==> config.mk <==
export PLATFORM = sky130hd
export DESIGN_NAME = wheel_period_meter
export DESIGN_NICKNAME = d
export VERILOG_FILES = /design/src/rtl/wheel_period_meter.sv
export SDC_FILE = /design/constraint.sdc
export NUM_CORES = 1
export LEC_CHECK = 0
export ABC_AREA = 1
export ABC_CLOCK_PERIOD_IN_PS = 4700
export CAP_MARGIN = 20
export CORE_AREA = 2 2 141 88
export CTS_CLUSTER_DIAMETER = 60
export DETAILED_ROUTE_END_ITERATION = 7
export DIE_AREA = 0 0 143 90
export GPL_TIMING_DRIVEN = 0
export PLACE_DENSITY = 0.59
export SETUP_SLACK_MARGIN = 0.2
export SKIP_CTS_REPAIR_TIMING = 1
export SLEW_MARGIN = 20
export SYNTH_ARGS = -nofsm -noshare
export SYNTH_HDL_FRONTEND = slang
export SYNTH_SLANG_ARGS = --single-unit
==> constraint.sdc <==
create_clock -name clk -period 4.7 [get_ports clk]
set_clock_uncertainty 0.1 [all_clocks]
set_input_delay 0.94 -clock clk [delete_from_list [all_inputs] [get_ports clk]]
set_output_delay 0.94 -clock clk [all_outputs]
set_load 0.05 [all_outputs]
==> src/rtl/wheel_period_meter.sv <==
// wheel_period_meter: filters the wheel hall sensor and measures the
// rotation period in clk cycles, with a stall flag and a revolution count.
//
// Ports:
//   clk           system clock
//   rst_n         asynchronous active-low reset
//   hall_in       raw sensor pin, asynchronous to clk, may bounce
//   period        cycles between the last two accepted edges
//   period_valid  one-cycle strobe, period updated this cycle
//   stalled       no edge within TIMEOUT_CYCLES, or none since reset
//   rev_count     accepted-edge counter, wraps silently
module wheel_period_meter #(
    parameter int unsigned DEBOUNCE_CYCLES   = 50000,
    parameter int unsigned TIMEOUT_CYCLES    = 100000000,
    parameter int unsigned PERIOD_W          = 27,
    parameter bit          SENSOR_ACTIVE_LOW = 1'b1
) (
    input  logic                clk,
    input  logic                rst_n,
    input  logic                hall_in,
    output logic [PERIOD_W-1:0] period,
    output logic                period_valid,
    output logic                stalled,
    output logic [15:0]         rev_count
);

    localparam int unsigned DB_W = $clog2(DEBOUNCE_CYCLES);
    localparam logic INACTIVE = SENSOR_ACTIVE_LOW;
    localparam logic ACTIVE   = ~SENSOR_ACTIVE_LOW;
    localparam logic [DB_W-1:0] DB_LAST =
        DB_W'(DEBOUNCE_CYCLES - 1);
    localparam logic [PERIOD_W-1:0] TIMEOUT =
        PERIOD_W'(TIMEOUT_CYCLES);

    typedef enum logic {
        IDLE    = 1'b0,
        MEASURE = 1'b1
    } state_t;

    logic            sync_a;
    logic            sync_b;
    logic            filt;
    logic            edge_stb;
    logic [DB_W-1:0] cnt_db;

    state_t              state;
    logic [PERIOD_W-1:0] cnt_p;

    // Synchronizer and debounce. A level is accepted only after the
    // synchronized input has differed from filt for DEBOUNCE_CYCLES
    // consecutive cycles; any return to filt restarts the count.
    always_ff @(posedge clk or negedge rst_n) begin
        if (!rst_n) begin
            sync_a   <= INACTIVE;
            sync_b   <= INACTIVE;
            filt     <= INACTIVE;
            cnt_db   <= '0;
            edge_stb <= 1'b0;
        end else begin
            sync_a   <= hall_in;
            sync_b   <= sync_a;
            edge_stb <= 1'b0;
            if (sync_b == filt) begin
                cnt_db <= '0;
            end else if (cnt_db == DB_LAST) begin
                filt     <= sync_b;
                cnt_db   <= '0;
                // sync_b differs from filt here, so this is
                // exactly the inactive->active transition.
                edge_stb <= (sync_b == ACTIVE);
            end else begin
                cnt_db <= cnt_db + DB_W'(1);
            end
        end
    end

    // Period measurement. cnt_p restarts at 1 on each edge so that
    // edges N cycles apart read back as N. An edge arriving in the
    // timeout cycle takes priority over the stall transition.
    always_ff @(posedge clk or negedge rst_n) begin
        if (!rst_n) begin
            state        <= IDLE;
            cnt_p        <= '0;
            period       <= '0;
            period_valid <= 1'b0;
            stalled      <= 1'b1;
            rev_count    <= '0;
        end else begin
            period_valid <= 1'b0;
            unique case (state)
                IDLE: begin
                    cnt_p <= '0;
                    if (edge_stb) begin
                        state     <= MEASURE;
                        cnt_p     <= PERIOD_W'(1);
                        stalled   <= 1'b0;
                        rev_count <= rev_count + 16'd1;
                    end
                end
                MEASURE: begin
                    if (edge_stb) begin
                        period       <= cnt_p;
                        period_valid <= 1'b1;
                        cnt_p        <= PERIOD_W'(1);
                        rev_count    <= rev_count + 16'd1;
                    end else if (cnt_p == TIMEOUT) begin
                        state   <= IDLE;
                        stalled <= 1'b1;
                        cnt_p   <= '0;
                    end else begin
                        cnt_p <= cnt_p + PERIOD_W'(1);
                    end
                end
                default: begin
                    state <= IDLE;
                end
            endcase
        end
    end

endmodule
==> results.md <==
* Outcome: finished clean
* Reg-to-reg slack, setup at 2.93 ns
* GRT Total Usage at 16.9%
* Worst path cell trace: clkdlybuf4s50_1
* Hold Startpoint: sync_a$_DFF_PN1_
* Final non-filler cell total at 782
* Layout cells sized above 1 at 8.43%
* Crit end category: output pin
* Highest clock rate at 366 MHz
* Total number of vias at 3627
* Final Hold Viols at 0
* R2R Path Start: cnt_p[0]$_DFF_PN0_
* Power Density at 283 nW/um^2
* Crit Path Category: reg2out
* Vias per cell at 4.64
* Adder-cell share of the synthesized area at 1.11%
* Total clock buffers created by CTS at 9
* Flop pwr share at 51.6%
* Pin count of the biggest net entering global routing at 77
* WP buf/inv at 1
* Sequential fraction of the synthesis area at 51.7%
* RSZ-0062 raised after global routing: no
* Switching Fraction at 21.5%
* Port buffer count at 47
* Multi-input gate area at 1880 um^2
* Peak supply drop at 0.163 mV
* WHS at 0.260 ns
* Post-synthesis mux area share at 0%
* CP startpoint kind: flip-flop
* N_diodes at 0
* CP Max Fanout at 2
* Area Growth Syn to Fin at 22.3%
* Final Wtd Congestion at 0.896
* Synth Area in Compound Gates at 4.44%
* Clock power share at 46.7%
* Crit share post-route at 58.2%
* Die Ht at 90 um
* Final Core Density at 47.2%
* Switching pwr at 0.000336 W
* Worst min path class: reg2reg
* Yosys cell types at 27
* DRC at 0
* TritonRoute pass-1 iters at 5
* Simple-Gate Fraction of Synth Area at 30.6%
* Wire per inst at 12.9 um
* Chip Width at 143 um
* Final setup fails at 0
* Cells after synthesis at 553
* Routed Wire Length at 10.1 mm
* Post-Syn Area at 4510 um^2
* Nets at 619
* Comb power frac at 1.7%
* Xor/xnor share of the synthesized area at 5.44%
* Root Buffer: clkbuf_16
* Max-slew headroom at 64.0%
* Main combinational cell family by area after synthesis: simple AND/OR/NAND/NOR gates
* First-pass GRT wire length at 17.3 mm
* Power Total at 0.00156 W
* Full die area at 12900 um^2
* Register area at 2330 um^2
* Routed Antenna Nets at 0
* CTS tree: yes
* WP data required at 3.66 ns
* Initial Util at 38.6%
* Hold Path Sink: sync_b$_DFF_PN1_
* Mean Syn Cell Area at 8.15 um^2
* Syn Nets at 560
* Placed cells at 766
* Critical path's top delay family: buffers and inverters
* Hold Crit Depth at 0
* Yosys warns at 0
* Initial antenna violation count at 0
* Critical R2R Capture: cnt_p[8]$_DFF_PN0_
* CP Data Arrival Time at 1.70 ns
* Hpwl dp at 7.48 mm
* # rows at 31
* Core ar. at 11700 um^2
* Cell internal pwr at 0.00123 W
* Clk sinks at 93
* Gr ovfl total at 0
* Worst Tran Pin Value at 0.538 ns
* Fin. max-slew vios at 0
* Minimum clock period at 2.74 ns
* Max Cap Viol at 0
* #FFs+latches synth at 93
* CP peak stage delay at 0.82 ns
* FF-to-FF path depth at 10
* Fillers at 1089
* Leak pwr at 2.38 nW
* DRT iter0 DRCs at 259
* Number of global-route vias before repair at 3513
* Worst-path clk slew at 0.07 ns
* Ports at 48
* Worst-case clock buffer depth at 2
* H-tree Lvls at 3
* Worst-skew pair later-pin latency at 0.34 ns
* Crit-path slowest cell: clkdlybuf4s50_1
-- power by group through the flow --
| stage | Clock, W | Combinational, W | Sequential [W] |
|---|---|---|---|
| 2_1_floorplan | 0 | 0.00000571 | 0.000821 |
| 3_3_place_gp | 0 | 0.0000247 | 0.000821 |
| 3_5_place_dp | 0 | 0.0000284 | 0.000821 |
| 4_1_cts | 0.000751 | 0.0000285 | 0.000805 |
| 5_1_grt | 0.000787 | 0.0000327 | 0.000806 |
| 6_report | 0.000729 | 0.0000267 | 0.000806 |
-- through the flow --
| step | TNS [ns] | setup slack [ns] | cell area (um^2) |
|---|---|---|---|
| floorplan | 0 | 2.80 | 4510 |
| global placement | -73.36 | -0.834 | 5180 |
| detailed placement | 0 | 2.33 | 5210 |
| CTS | 0 | 1.95 | 5510 |
| global route | 0 | 1.92 | 5510 |
| finish | 0 | 1.96 | 5510 |
-- flip-flops by register name, indices dropped and copies added (netlist names) --
| register | count |
|---|---|
| state | 1 |
| period_valid | 1 |
| edge_stb | 1 |
| cnt_p | 27 |
| stalled | 1 |
| period | 27 |
| filt | 1 |
| sync_b | 1 |
| cnt_db | 16 |
| rev_count | 16 |
| sync_a | 1 |
-- worst max path at each step --
stage	startpoint	cells past startpoint	slack [ns]	end
2_1_floorplan	rev_count[0]$_DFFE_PN0P_	7	2.80	rev_count[10]$_DFFE_PN0P_
3_3_place_gp	rst_n	1	-0.83	rev_count[9]$_DFFE_PN0P_
3_5_place_dp	stalled$_DFFE_PN1P_	1	2.33	stalled
4_1_cts	stalled$_DFFE_PN1P_	1	1.95	stalled
5_1_grt	stalled$_DFFE_PN1P_	1	1.92	stalled
6_report	stalled$_DFFE_PN1P_	1	1.96	stalled
-- Yosys cell counts, drive strengths merged --
library cell / number / share of area (%)
ha: 4 / 1.1
nor3: 8 / 0.89
dfrtp: 89 / 49
and2: 1 / 0.14
o21ai: 32 / 3.6
nor2: 118 / 12
a31oi: 2 / 0.28
nand2: 145 / 12
or2: 1 / 0.14
nand4: 8 / 1.1
o21bai: 1 / 0.17
clkbuf: 5 / 0.42
nor3b: 3 / 0.50
inv: 66 / 5.6
xnor2: 6 / 1.2
dfstp: 4 / 2.3
nand3b: 3 / 0.50
a21oi: 4 / 0.44
buf: 2 / 0.61
xor2: 22 / 4.3
nand3: 29 / 3.4
-- layer usage --
metal	share of wire, %	routed length [um]	GRT usage [%]
met1	53	5310	26.0
met2	40	4040	23.6
met3	6.0	604	4.37
met4	1.1	114	4.21
met5	0	0	0
-- logic make-up after synthesis --
| kind of cell | Yosys count |
|---|---|
| simple gates | 316 |
| flops | 93 |
| buf+inv | 73 |
| compound gates | 39 |
| xor+xnor | 28 |
| fa+ha+maj | 4 |
-- cells in the final DEF (no fill, tap or decap), types with 4 or more instances in the layout --
cell,count
nand2_1,142
nor2_1,95
dfrtp_1,89
inv_1,65
clkdlybuf4s50_1,46
o21ai_0,32
nand3_1,27
xor2_1,22
nor2_2,18
clkbuf_16,9
nand4_1,8
nor3_1,8
xnor2_1,6
clkbuf_1,6
nor2_4,5
a21oi_1,4
ha_1,4
dfstp_2,4
-- final cells by class --
class | instances | area share [%]
clock buffer | 10 | 4.16
buffer | 7 | 0.840
timing repair buffer | 48 | 9.06
clock inverter | 6 | 1.25
tap | 165 | 3.75
multi-input combinational | 387 | 34.0
sequential | 93 | 42.3
inverter | 66 | 4.59
No activity file was read; power rests on OpenSTA's default activity.
